--- config.mk ---
export PLATFORM = sky130hd
export DESIGN_NAME = fetch_unit
export DESIGN_NICKNAME = d
export VERILOG_FILES = /design/src/rtl/core_pkg.sv /design/src/rtl/if_id_reg.sv /design/src/rtl/fetch_unit.sv
export SDC_FILE = /design/constraint.sdc
export NUM_CORES = 1
export LEC_CHECK = 0
export BUFFER_PORTS_ARGS = -buffer_cell sky130_fd_sc_hd__buf_2
export CAP_MARGIN = 20
export CORE_MARGIN = 8
export CORE_UTILIZATION = 40
export DETAILED_ROUTE_END_ITERATION = 12
export PLACE_DENSITY = 0.73
export RECOVER_POWER = 50
export SLEW_MARGIN = 30
export SYNTH_ARGS = -nofsm -noshare
export SYNTH_HDL_FRONTEND = slang
export SYNTH_SLANG_ARGS = --single-unit
export TNS_END_PERCENT = 20
--- constraint.sdc ---
create_clock -name clk_i -period 2.4 [get_ports clk_i]
set_clock_uncertainty 0.2 [all_clocks]
set_input_delay 0.12 -clock clk_i [delete_from_list [all_inputs] [get_ports clk_i]]
set_output_delay 0.12 -clock clk_i [all_outputs]
set_load 0.01 [all_outputs]
--- src/rtl/core_pkg.sv ---
// Shared core definitions: fetch FSM states, datapath widths, the PC step and
// the NOP that fills a flushed IF/ID slot.
package core_pkg;

  localparam int INST_W = 32;
  localparam int PC_W   = 32;

  localparam logic [PC_W-1:0]   PC_STEP  = 32'd4;
  localparam logic [INST_W-1:0] NOP_INST = 32'h0000_0013;

  typedef enum logic [1:0] {
    BOOT = 2'd0,
    RUN  = 2'd1,
    HALT = 2'd2
  } fetch_state_t;

  // Drops the byte-offset bits so a target always lands on a word boundary.
  function automatic logic [PC_W-1:0] word_align(input logic [PC_W-1:0] pc);
    return pc & ~32'd3;
  endfunction

endpackage

--- src/rtl/if_id_reg.sv ---
// IF/ID holding register: valid/ready slot carrying one instruction and its
// PC, with a flush that beats both a new load and a same-cycle drain.
module if_id_reg
  import core_pkg::*;
(
  input  logic              clk,
  input  logic              srst,
  input  logic              load,
  input  logic              flush,
  input  logic              ready,
  input  logic [INST_W-1:0] inst_in,
  input  logic [PC_W-1:0]   pc_in,
  output logic              valid,
  output logic [INST_W-1:0] inst,
  output logic [PC_W-1:0]   pc,
  output logic              slot_free
);

  logic              valid_reg, valid_next;
  logic [INST_W-1:0] inst_reg, inst_next;
  logic [PC_W-1:0]   pc_reg, pc_next;
  logic              fire;

  assign fire      = valid_reg & ready;
  assign slot_free = ~valid_reg | fire;

  always_comb begin
    valid_next = valid_reg;
    inst_next  = inst_reg;
    pc_next    = pc_reg;
    if (flush) begin
      valid_next = 1'b0;
      inst_next  = NOP_INST;
    end else if (load) begin
      valid_next = 1'b1;
      inst_next  = inst_in;
      pc_next    = pc_in;
    end else if (fire) begin
      valid_next = 1'b0;
    end
  end

  always_ff @(posedge clk) begin
    if (srst) begin
      valid_reg <= 1'b0;
      inst_reg  <= '0;
      pc_reg    <= '0;
    end else begin
      valid_reg <= valid_next;
      inst_reg  <= inst_next;
      pc_reg    <= pc_next;
    end
  end

  assign valid = valid_reg;
  assign inst  = inst_reg;
  assign pc    = pc_reg;

endmodule

--- src/rtl/fetch_unit.sv ---
// Instruction-fetch stage: owns the PC and the BOOT/RUN/HALT FSM, drives the
// instruction-memory word address, and feeds the IF/ID slot.
// Optional misaligned-redirect trap: define FETCH_ALIGN_CHK_EN.
module fetch_unit
  import core_pkg::*;
#(
  parameter int              ADDR_W   = 6,
  parameter logic [PC_W-1:0] RESET_PC = 32'h0000_0000
) (
  input  logic              clk_i,
  input  logic              rst_i,
  output logic [ADDR_W-1:0] imem_addr_o,
  input  logic [INST_W-1:0] imem_inst_i,
  input  logic              redirect_i,
  input  logic [PC_W-1:0]   redirect_pc_i,
  input  logic              id_ready_i,
  output logic              id_valid_o,
  output logic [INST_W-1:0] id_inst_o,
  output logic [PC_W-1:0]   id_pc_o,
  output logic [PC_W-1:0]   id_pc4_o,
  output logic              halted_o,
  output logic              misalign_o
);

  fetch_state_t    state_reg, state_next;
  logic [PC_W-1:0] pc_reg, pc_next;
  logic            load, flush, slot_free, in_range;

  // Anything above the memory's byte span means we have run off the end.
  assign in_range    = (pc_reg[PC_W-1:ADDR_W+2] == '0);
  assign imem_addr_o = pc_reg[ADDR_W+1:2];

`ifdef FETCH_ALIGN_CHK_EN
  logic misalign_reg, misalign_next;
  logic bad_target;

  assign bad_target = (redirect_pc_i[1:0] != 2'b00);
`endif

  always_comb begin
    state_next = state_reg;
    pc_next    = pc_reg;
    load       = 1'b0;
    flush      = 1'b0;
`ifdef FETCH_ALIGN_CHK_EN
    misalign_next = misalign_reg;
`endif
    if (redirect_i) begin
      // Redirect always flushes; the target is fetched on the following cycle.
      flush = 1'b1;
`ifdef FETCH_ALIGN_CHK_EN
      if (bad_target) begin
        misalign_next = 1'b1;
        state_next    = HALT;
      end else begin
        pc_next    = redirect_pc_i;
        state_next = RUN;
      end
`else
      pc_next    = word_align(redirect_pc_i);
      state_next = RUN;
`endif
    end else begin
      unique case (state_reg)
        BOOT: state_next = RUN;
        RUN: begin
          if (!in_range) begin
            state_next = HALT;
          end else if (slot_free) begin
            load    = 1'b1;
            pc_next = pc_reg + PC_STEP;
          end
        end
        HALT:    state_next = HALT;
        default: state_next = HALT;
      endcase
    end
  end

  always_ff @(posedge clk_i) begin
    if (rst_i) begin
      state_reg <= BOOT;
      pc_reg    <= RESET_PC;
    end else begin
      state_reg <= state_next;
      pc_reg    <= pc_next;
    end
  end

`ifdef FETCH_ALIGN_CHK_EN
  always_ff @(posedge clk_i) begin
    if (rst_i) begin
      misalign_reg <= 1'b0;
    end else begin
      misalign_reg <= misalign_next;
    end
  end

  assign misalign_o = misalign_reg;
`else
  assign misalign_o = 1'b0;
`endif

  if_id_reg u_if_id (
    .clk       (clk_i),
    .srst      (rst_i),
    .load      (load),
    .flush     (flush),
    .ready     (id_ready_i),
    .inst_in   (imem_inst_i),
    .pc_in     (pc_reg),
    .valid     (id_valid_o),
    .inst      (id_inst_o),
    .pc        (id_pc_o),
    .slot_free (slot_free)
  );

  assign id_pc4_o = id_pc_o + PC_STEP;
  assign halted_o = (state_reg == HALT);

endmodule
==> out/qor.yml <==
status: "completed"
rsz0062_at_grt: "yes"
start_util_pct: 40.4
largest_reg_flops: 32
layout-drive-gt1-share_pct: 21.1
ys_ff_latch: 95
cts_buffer_depth: 2
tns_ns: 0
synth_area_leaders: "dfxtp_1 (44%), mux2i_1 (5.3%), nand3_1 (5.3%)"
drt-initial-drc-count: 253
clkLatencyLatePin_ns: 0.36
synthesis.area_um2: 4300
area_growth_syn_to_layout_pct: 40.1
synthMuxAreaShare_pct: 5.35
wl_per_cell_um: 16.5
final-setup-viol-count: 0
grt_pass1_vias: 4410
seq_area_frac_synth_pct: 44.2
ir_drop_v: 0.000347
synth_async_sr_flop_share_pct: 0
ctsHtreeMaxLevel: 3
power.internal_uw: 2480
die_w_um: 120
synth.top_cells.by_count: "dfxtp_1 (95), nand3_1 (46), a21oi_1 (39)"
wl_um: 13900
vias: 4362
yosys.area_share.xor_xnor_pct: 5.70
synth_most_common_cell: "dfxtp_1"
clockRootBuffer: "clkbuf_8"
synth_top_area_share_pct: 44.2
synthFlopType: "dfxtp_1"
placementRows: 38
tightestPinTransition_ns: 0.516
power_density_nw_per_um2: 545
dp_hpwl_um: 9440
nNetsFinal: 765
grt_max_degree: 39
synth_cells: 479
cts_tree: "built"
cts.clk_slew.worst_paths_ns: 0.09
setup_ws_ns: 0.0779
critPathArrivalTime_ns: 2.00
numCtsBuffers: 9
yosysTopAreaCell: "dfxtp_1"
finalCriticalPeriod_ns: 2.32
pwr-share-clk_pct: 37.3
portBuffers: 165
clkSinkCount: 95
worstPathRequired_ns: 2.08
synth_cell_types: 44
fp.dieArea_um2: 14300
via_per_inst: 5.18
path_cells: "and4_1, nand4_1, nor3_1, xor2_1, buf_2"
synthAdderAreaFrac_pct: 0.581
grt_pass1_wl_um: 21600
crit_path_max_fanout: 7
coreArea_um2: 10700
place_ws_ns: 0.287
startpoint_type: "flip-flop"
grt_remaining_overflow: 0
dp_cells: 757
slowest_stage: "dfxtp_1"
postRouteAntennaNets: 0
gp_congestion: 0.874
ios: 173
p_sw_uw: 803
synth_top_family_by_area: "simple AND/OR/NAND/NOR gates"
die_h_um: 120
worst_path_largest_cell_delay_ns: 0.45
critical_path_class: "reg -> out"
relSlewSlack_pct: 65.4
synth-simple-area-share_pct: 25.3
end_kind: "output port"
fmax_mhz: 431
share_comb_of_total_power_pct: 12.2
ys_warn_count: 0
fin_total_pwr_uw: 3290
final-instance-count-excl-fill: 842
final_max_slew_viol_count: 0
leakage_uw: 0.00253
switching_share_pct: 24.4
grt_use_total_pct: 18.3
syn-mean-instance-area_um2: 8.99
synth_edf_count: 0
antenna_found_initial: 2
min_path_type: "reg -> reg"
synth_compound_area_share_pct: 12.1
finalCritPeriodShare_pct: 96.8
hold_viol: 0
drc_errors: 0
dr.pass1.iters: 4
seqPwrFrac_pct: 50.5
maxCapViolations: 0
==> stage by stage <==
| stage | hold WS, ns | instance area (um^2) | util (%) |
|---|---|---|---|
| after detailed placement | 0.147 | 5180 | 48.7 |
| after global routing | 0.300 | 6030 | 56.6 |
| after floorplan | 0.0528 | 4320 | - |
| final | 0.281 | 6030 | 56.6 |
| after CTS | 0.276 | 6090 | 57.2 |
| after global placement | 0.149 | 5180 | 48.7 |
==> layout by cell type (no fill, tap or decap), types with 17 or more instances in the layout <==
master,instances
a21oi_1,39
and2_1,29
buf_2,98
clkbuf_1,67
dfxtp_1,95
dlygate4sd3_1,66
mux2i_1,23
nand3_1,46
nor2_1,35
o21ai_0,21
xor2_1,17
==> per-layer routing <==
layer / track usage, % / share of wire [%] / vias up
met5: 0 / 0 / -
met2: 32.3 / 49 / 193
li1: - / - / 2116
met1: 19.5 / 39 / 2021
met3: 5.50 / 8.2 / 32
met4: 9.37 / 3.0 / 0
==> power groups by stage <==
| stage | clock network [uW] | logic (uW) | registers (uW) |
|---|---|---|---|
| 6_report | 1230 | 400 | 1660 |
| 4_1_cts | 1260 | 394 | 1660 |
| 3_3_place_gp | 0 | 300 | 1690 |
| 3_5_place_dp | 0 | 310 | 1690 |
| 2_1_floorplan | 0 | 211 | 1690 |
| 5_1_grt | 1330 | 431 | 1660 |
==> cells by family after synthesis <==
| family | count (synthesis) |
|---|---|
| AND/OR/NAND/NOR | 184 |
| other | 1 |
| adder cells (fa/ha/maj) | 2 |
| XOR/XNOR | 28 |
| multiplexers | 23 |
| buffers and inverters | 56 |
| flip-flops | 95 |
| AO/OA/AOI/OAI | 90 |
==> final timing paths <==
kind	start	end	slack [ns]	depth (start not counted)
setup / recovery	u_if_id.pc[13]	id_pc4_o[28]	0.08	5
hold / removal	u_if_id.inst[2]	u_if_id.inst[2]	0.28	2
setup reg to reg	pc_reg[8]	u_if_id.inst[28]	0.22	5
hold reg to reg	u_if_id.inst[2]	u_if_id.inst[2]	0.28	2
==> what timing repair did <==
action	CTS	global route
endpoints found under the hold margin	63	0
setup buffers	1	0
pin swaps	1	0
gates resized for setup	0	7
setup endpoints to repair	7	12
hold buffers	66	0
==> cell type report <==
| type | instances | area, um^2 |
|---|---|---|
| tap | 140 | 175 |
| antenna | 2 | 5.00 |
| clock buffer | 12 | 165 |
| clock inverter | 4 | 76.3 |
| sequential | 95 | 1900 |
| inverter | 10 | 37.5 |
| multi-input combinational | 332 | 2150 |
| timing repair buffer | 247 | 1520 |
| fill | 963 | 4620 |
==> worst max-delay path: cells and delay by family (launching register included) <==
kind | cells | cell delay, ns
DFF | 1 | 0.45
buffers and inverters | 1 | 0.15
xor gates and xnor gates | 1 | 0.17
and+or+nand+nor | 3 | 0.88
Power figures use the tool's default switching activity.
